--- config.mk ---
export PLATFORM = sky130hd
export DESIGN_NAME = seq_shift_left
export DESIGN_NICKNAME = d
export VERILOG_FILES = /design/src/rtl/seq_shift_left_pkg.sv /design/src/rtl/shift_left_1.sv /design/src/rtl/seq_shift_left.sv
export SDC_FILE = /design/constraint.sdc
export NUM_CORES = 1
export LEC_CHECK = 0
export CAP_MARGIN = 40
export CORE_MARGIN = 10
export CORE_UTILIZATION = 46
export CTS_BUF_LIST = sky130_fd_sc_hd__clkbuf_16
export CTS_CLUSTER_SIZE = 10
export DETAILED_ROUTE_END_ITERATION = 16
export HOLD_SLACK_MARGIN = 0.06
export PLACE_DENSITY = 0.95
export SYNTH_ARGS = -nofsm -noshare
export SYNTH_HDL_FRONTEND = slang
export SYNTH_SLANG_ARGS = --single-unit
export TNS_END_PERCENT = 5
--- constraint.sdc ---
create_clock -name clk -period 2.7 [get_ports clk]
set_clock_uncertainty 0.1 [all_clocks]
set_input_delay 0.54 -clock clk [delete_from_list [all_inputs] [get_ports clk]]
set_output_delay 0.54 -clock clk [all_outputs]
set_load 0.05 [all_outputs]
--- src/rtl/seq_shift_left_pkg.sv ---
// Shared definitions for the iterative left shifter: FSM encoding and default sizes.
package seq_shift_left_pkg;

  localparam int DEF_WIDTH = 32;
  localparam int DEF_SHW   = 5;

  typedef enum logic [1:0] {
    ST_IDLE  = 2'd0,
    ST_SHIFT = 2'd1,
    ST_DONE  = 2'd2
  } state_t;

endpackage

--- src/rtl/shift_left_1.sv ---
// Single-step combinational left shifter: one position per use, LSB filled from new_lsb.
module shift_left_1 #(
  parameter int WIDTH = 32
) (
  output logic [WIDTH-1:0] R,
  output logic             shifted_msb,
  input  logic [WIDTH-1:0] A,
  input  logic             new_lsb
);

  // Move everything up one bit; the old MSB falls out the top.
  always_comb begin
    R           = {A[WIDTH-2:0], new_lsb};
    shifted_msb = A[WIDTH-1];
  end

endmodule

--- src/rtl/seq_shift_left.sv ---
// Iterative left shifter: loads an operand, then shifts one bit per clock
// with a latched fill bit until the captured count runs out.
module seq_shift_left
  import seq_shift_left_pkg::*;
#(
  parameter int WIDTH = DEF_WIDTH,
  parameter int SHW   = DEF_SHW
) (
  input  logic             clk,
  input  logic             rst_n,
  input  logic             start,
  input  logic [WIDTH-1:0] A,
  input  logic [SHW-1:0]   amt,
  input  logic             new_lsb,
  output logic             busy,
  output logic             done,
  output logic [WIDTH-1:0] R,
  output logic             shifted_msb
);

  state_t           state, nxt;
  logic [SHW-1:0]   cnt;
  logic             fill;
  logic             accept;
  logic [WIDTH-1:0] step_r;
  logic             step_msb;

  // A new operation may begin from IDLE or straight out of DONE.
  assign accept = start && ((state == ST_IDLE) || (state == ST_DONE));

  shift_left_1 #(.WIDTH(WIDTH)) u_step (
    .R           (step_r),
    .shifted_msb (step_msb),
    .A           (R),
    .new_lsb     (fill)
  );

  // State register.
  always_ff @(posedge clk or negedge rst_n) begin
    if (!rst_n) state <= ST_IDLE;
    else        state <= nxt;
  end

  // Next-state and status outputs; busy and done are decoded from disjoint states.
  always_comb begin
    nxt  = state;
    busy = 1'b0;
    done = 1'b0;
    case (state)
      ST_IDLE: begin
        if (start) nxt = (amt == '0) ? ST_DONE : ST_SHIFT;
      end
      ST_SHIFT: begin
        busy = 1'b1;
        if (cnt == SHW'(1)) nxt = ST_DONE;
      end
      ST_DONE: begin
        done = 1'b1;
        if (start) nxt = (amt == '0) ? ST_DONE : ST_SHIFT;
        else       nxt = ST_IDLE;
      end
      default: nxt = ST_IDLE;
    endcase
  end

  // Datapath: capture on accept, register one shift step per SHIFT cycle,
  // otherwise hold so results stay visible after done.
  always_ff @(posedge clk or negedge rst_n) begin
    if (!rst_n) begin
      R           <= '0;
      shifted_msb <= 1'b0;
      cnt         <= '0;
      fill        <= 1'b0;
    end else if (accept) begin
      R           <= A;
      shifted_msb <= 1'b0;
      cnt         <= amt;
      fill        <= new_lsb;
    end else if (state == ST_SHIFT) begin
      R           <= step_r;
      shifted_msb <= step_msb;
      cnt         <= cnt - SHW'(1);
    end
  end

endmodule

==> results of run 1 <==
cell families after synthesis:
family	synth area share
AOI/OAI and AO/OA	0.177
DFF	0.548
and+or+nand+nor	0.195
buffers and inverters	0.0502
adders and majority gates	0.0134
muxes	0.0167
layer usage:
metal  vias up  global-route usage  routed length, um
met1       839               0.182               2200
li1        818                   -                  -
met5         -                   0                  0
met2        69               0.245               2730
met4         0              0.0335                 48
met3         6              0.0645                483
power groups by stage:
| stage | clock network [mW] | registers (mW) | logic [mW] |
|---|---|---|---|
| 4_1_cts | 0.555 | 1.19 | 2.54 |
| 2_1_floorplan | 0 | 1.97 | 0.902 |
| 6_report | 0.540 | 1.19 | 2.52 |
| 3_5_place_dp | 0 | 1.19 | 2.53 |
| 3_3_place_gp | 0 | 1.18 | 2.47 |
| 5_1_grt | 0.574 | 1.23 | 2.69 |
cells in the final DEF, fill, tap and decap left out:
cell type | netlist | routed
ha_1 | 2 | 2
o21ai_1 | 1 | 1
nor2b_1 | 2 | 1
nor3_1 | 2 | 2
nand2_1 | 32 | 32
a32o_1 | 2 | 2
a221o_2 | 1 | 1
nand3_1 | 31 | 31
buf_2 | 6 | 1
or3_1 | 1 | 1
or4_1 | 1 | 1
nor2b_2 | 0 | 1
mux2i_1 | 2 | 2
inv_1 | 3 | 4
nor4b_1 | 1 | 1
clkinv_1 | 0 | 1
mux2_2 | 1 | 1
o22ai_1 | 1 | 1
a22o_1 | 2 | 2
clkbuf_16 | 0 | 5
nand2b_1 | 2 | 2
nor3b_1 | 1 | 1
a22oi_1 | 31 | 31
nor2_1 | 4 | 4
clkdlybuf4s50_1 | 0 | 73
a211o_1 | 2 | 2
buf_4 | 3 | 6
dfrtp_1 | 41 | 41
buf_12 | 0 | 2
or3b_1 | 1 | 1
a221o_1 | 2 | 2
synth_stat cells (2+ instances only):
cell	n
nand2b_1	2
inv_1	3
dfrtp_1	41
buf_4	3
buf_1	2
a211o_1	2
nand3_1	31
nand2_1	32
ha_1	2
nor3_1	2
a32o_1	2
nor2b_1	2
clkbuf_1	6
mux2i_1	2
a22o_1	2
buf_2	6
a221o_1	2
a22oi_1	31
nor2_1	4
final cells by class:
cell class | instances | area (sq um) | share of cell area
inverters | 3 | 11.3 | 0.00401
flip-flops and latches | 41 | 1030 | 0.366
multi-input cells | 125 | 753 | 0.268
repair buffers | 82 | 821 | 0.292
clock inverters | 2 | 7.51 | 0.00267
clock buffers | 5 | 125 | 0.0446
well taps | 50 | 62.6 | 0.0223
state kept, by name, indices dropped and copies added (netlist names):
name / cells
R: 32
cnt: 5
fill: 1
shifted_msb: 1
state: 2
stage by stage:
stage	setup slack (ns)	instances	utilization	cell area (sq um)
after floorplan	0.962	186	-	1870
after global placement	0.637	300	0.668	2650
after detailed placement	0.621	301	0.673	2670
after CTS	0.430	308	0.707	2810
after global routing	0.372	308	0.707	2810
final	0.444	308	0.707	2810
worst max-delay path, cell delays in order, from the launching register on:
cell and delay, ns:
dfrtp_1 0.41, nor2b_1 0.12, clkdlybuf4s50_1 0.82
worst max path at each step:
stage	start	to	depth (start not counted)
global placement	start	fill	4
detailed placement	start	fill	4
finish	state[0]	done	2
global route	state[0]	done	2
CTS	state[0]	done	2
floorplan	state[1]	busy	4
==> flow_metrics.tcl, run 1 <==
set metrics [dict create \
    status "finished clean" \
    synthDistinctLibCells 28 \
    dr.first_iter.drc_count 128 \
    drv_slew 0 \
    tns_ns 0 \
    power_leakage_nw 1.25 \
    netlist_area_sq_um 1870 \
    grt_pass1_vias 1734 \
    pwr_density_cell_nw_per_um2 1510 \
    h-tree-depth 2 \
    wl_mm 5.46 \
    clk_pin_slew_ns 0.06 \
    syn_to_final_growth_pct 50.0 \
    p_seq_frac 0.280 \
    synth_ff_type "dfrtp_1" \
    die_y_um 83.8 \
    ys_top_cells_by_area "dfrtp_1, a22oi_1, nand3_1" \
    synthArstFlopShare 1.00 \
    cts_buffers 5 \
    avgRoutedWirePerCell_um 17.7 \
    crit_fanout 4 \
    r2r_slack_ns 0.93 \
    port_buffers 75 \
    post-cts-setup-buffers 0 \
    crit_arrival_ns 1.62 \
    reg2regPathDepth 5 \
    total_power_mw 4.24 \
    detailroute.via_count 1732 \
    start_util 0.471 \
    cts_tree "built" \
    tightest_slew_ns 0.527 \
    synth-seq-area-share 0.548 \
    setup_violations 0 \
    clk_latency_ns 0.27 \
    fp.dieArea_sq_um 7020 \
    timing.slew.headroom 0.647 \
    ys_warn_count 0 \
    synth_top_area_frac 0.548 \
    vias_per_cell 5.62 \
    track_usage 0.152 \
    synth_edf_count 0 \
    overflow 0 \
    grt_max_degree 39 \
    synth-seq-cells 41 \
    first_pass_iters 5 \
    floorplan.rows 23 \
    p_int_mw 2.17 \
    ant_nets 0 \
    end_kind "output port" \
    drc_errors 0 \
    dp_hpwl_mm 3.99 \
    rr_endpoint "cnt[4]" \
    coreArea_sq_um 3970 \
    clockPowerShare 0.127 \
    fill_cells 311 \
    layout.nets 301 \
    hp-class "input pin to async pin" \
    diodes 0 \
    drv_cap 0 \
    die_x_um 83.8 \
    p_sw_frac 0.488 \
    rsz0062_at_grt "no" \
    cts_root_buffer "clkbuf_16" \
    timing.hold.ws_ns 0.0695 \
    cts_resized 0 \
    comb_power_share 0.593 \
    ctsHoldBuffers 0 \
    reg2reg_from "cnt[0]" \
    drive_above_1_share 0.0659 \
    synth_cells 186 \
    ir_worst_vdd_mv 0.922 \
    period_share 0.836 \
    cts_buffer_depth 2 \
    antenna_found_initial 0 \
    critPathLaunchType "flop" \
    max_freq_mhz 443 \
    yosys.area.top_type "dfrtp_1" \
    pin_count 76 \
    grt_pass1_wl_mm 8.89 \
    required_ns 2.06 \
    syn_nets 229 \
    synth_area_per_cell_sq_um 10.1 \
    path_class "flop to output port" \
    gp_congestion 0.801 \
    min_period_ns 2.26 \
    clock-sinks 41 \
    p_switching_mw 2.07 \
    hold_viol 0 \
]
Power figures use the tool's default switching activity.
==> run 2: changes to the inputs <==
--- a/config.mk
+++ b/config.mk
@@ -7,12 +7,12 @@
 export LEC_CHECK = 0
 export CAP_MARGIN = 40
 export CORE_MARGIN = 10
-export CORE_UTILIZATION = 46
+export CORE_UTILIZATION = 39
 export CTS_BUF_LIST = sky130_fd_sc_hd__clkbuf_16
 export CTS_CLUSTER_SIZE = 10
 export DETAILED_ROUTE_END_ITERATION = 16
 export HOLD_SLACK_MARGIN = 0.06
-export PLACE_DENSITY = 0.95
+export PLACE_DENSITY = 0.86
 export SYNTH_ARGS = -nofsm -noshare
 export SYNTH_HDL_FRONTEND = slang
 export SYNTH_SLANG_ARGS = --single-unit
==> constraint.sdc (replaced) <==
create_clock -name clk -period 1.9 [get_ports clk]
set_clock_uncertainty 0.1 [all_clocks]
set_input_delay 0.38 -clock clk [delete_from_list [all_inputs] [get_ports clk]]
set_output_delay 0.38 -clock clk [all_outputs]
set_load 0.05 [all_outputs]
==> flow_metrics.tcl, run 2 (same netlist as run 1, synthesis figures left out) <==
set metrics [dict create \
    status "finished clean" \
    h-tree-depth 2 \
    tightest_slew_ns 0.491 \
    ant_nets 0 \
    cts_buffers 5 \
    antenna_found_initial 0 \
    cts_root_buffer "clkbuf_16" \
    cts_buffer_depth 2 \
    avgRoutedWirePerCell_um 17.6 \
    timing.final.ws_setup_ns 0.122 \
    coreArea_sq_um 4690 \
    port_buffers 75 \
    vias_per_cell 5.46 \
    layout_common_cells "buf_4, dfrtp_1, clkdlybuf4s50_1" \
    clock-sinks 41 \
    max_freq_mhz 562 \
    total_power_mw 6.07 \
    largest_reg_flops 32 \
    crit_arrival_ns 1.84 \
    drv_slew 0 \
    top_register "R" \
    clockPowerShare 0.131 \
    die_x_um 89.3 \
    cts_tree "built" \
    drv_cap 0 \
    start_util 0.399 \
    power_leakage_nw 1.33 \
    comb_power_share 0.589 \
    floorplan.rows 25 \
    diodes 0 \
    fill_cells 418 \
    dp_hpwl_mm 4.06 \
    p_seq_frac 0.280 \
    ir_worst_vdd_mv 1.06 \
    detailroute.via_count 1746 \
    fp.dieArea_sq_um 7970 \
    required_ns 1.96 \
    timing.hold.ws_ns 0.422 \
    setup_violations 0 \
    track_usage 0.146 \
    grt_pass1_wl_mm 9.14 \
    multi_input_area_sq_um 758 \
    first_pass_iters 5 \
    drc_errors 0 \
    syn_to_final_growth_pct 50.1 \
    die_y_um 89.3 \
    overflow 0 \
    p_int_mw 3.06 \
    dr.first_iter.drc_count 120 \
    wl_mm 5.63 \
    min_period_ns 1.78 \
    grt_pass1_vias 1848 \
    clk_pin_slew_ns 0.06 \
    dpl_cell_area_sq_um 2630 \
    period_share 0.936 \
    rsz0062_at_grt "no" \
    drive_above_1_share 0.222 \
    final_area_sq_um 2810 \
    critPathLaunchType "flop" \
    p_sw_frac 0.497 \
    timing.slew.headroom 0.673 \
    pin_count 76 \
    p_switching_mw 3.01 \
    reg_top3 "R (32), cnt (5), state (2)" \
    layout.nets 308 \
    crit_fanout 5 \
    pre_cts_ws_ns -0.0212 \
    pwr_density_cell_nw_per_um2 2160 \
    tns_ns 0 \
    ff_latch_area_sq_um 1030 \
    hold_viol 0 \
    clk_latency_ns 0.28 \
    end_kind "flop" \
    mostFrequentLayoutCell "buf_4" \
    grt_max_degree 39 \
    hp-class "flop to flop" \
    path_class "flop to flop" \
    gp_congestion 0.809 \
]
[run 2: cell count changes in the layout (fill, tap and decap cells not counted)]
cell / before / now
nor2b_4: 0 / 1
nor2b_2: 1 / 0
clkinvlp_4: 0 / 1
buf_12: 2 / 3
clkdlybuf4s50_1: 73 / 39
inv_1: 4 / 2
dlygate4sd3_1: 0 / 1
buf_4: 6 / 45
clkinv_2: 0 / 1
clkinv_1: 1 / 2
[run 2: cell type report]
cell class	count	share of cell area
clock inverter	3	0.00446
clock buffer	5	0.0446
inverter	3	0.00535
tap	54	0.0241
timing repair buffer	89	0.286
sequential	41	0.365
multi-input combinational	125	0.270
[run 2: worst paths after layout]
check / from / endpoint / slack [ns] / cells after the start
worst max-delay path: cnt[0] / cnt[4] / 0.12 / 5
worst min-delay path: fill / fill / 0.42 / 1
worst max register to register: cnt[0] / cnt[4] / 0.12 / 5
worst min register to register: fill / fill / 0.42 / 1
max in group asynchronous: rst_n / R[20] / 0.72 / 3
min in group asynchronous: rst_n / state[1] / 0.50 / 2
[run 2: worst max-delay path, stage by stage, from the launching register on]
cell	delay, ns
dfrtp_1	0.43
inv_1	0.08
ha_1	0.17
or3b_1	0.39
a32o_1	0.28
a211o_1	0.23
[run 2: power by group through the flow]
stage	logic, mW	registers, mW	clock network, mW
2_1_floorplan	1.28	2.79	0
3_3_place_gp	3.46	1.68	0
3_5_place_dp	3.53	1.70	0
4_1_cts	3.53	1.70	0.810
5_1_grt	3.86	1.76	0.856
6_report	3.58	1.70	0.795
[run 2: per-layer routing]
metal,global-route usage,up-vias,part of all wire
met4,0.0491,0,0.012
met3,0.0583,7,0.086
li1,-,834,-
met2,0.230,65,0.48
met5,0,-,0
met1,0.177,840,0.42
[run 2: metrics by stage]
| stage | utilization | std cells |
|---|---|---|
| global route | 0.598 | 320 |
| finish | 0.598 | 320 |
| detailed placement | 0.560 | 307 |
| global placement | 0.560 | 307 |
| floorplan | - | 186 |
| CTS | 0.591 | 316 |
[run 2: repair_timing]
action                                  in CTS  in global routing
endpoints found under the hold margin       19                  0
buffers inserted                             0                  4
endpoints found under the setup margin       0                  1
hold buffers                                 1                  0
gates resized for setup                      0                  1
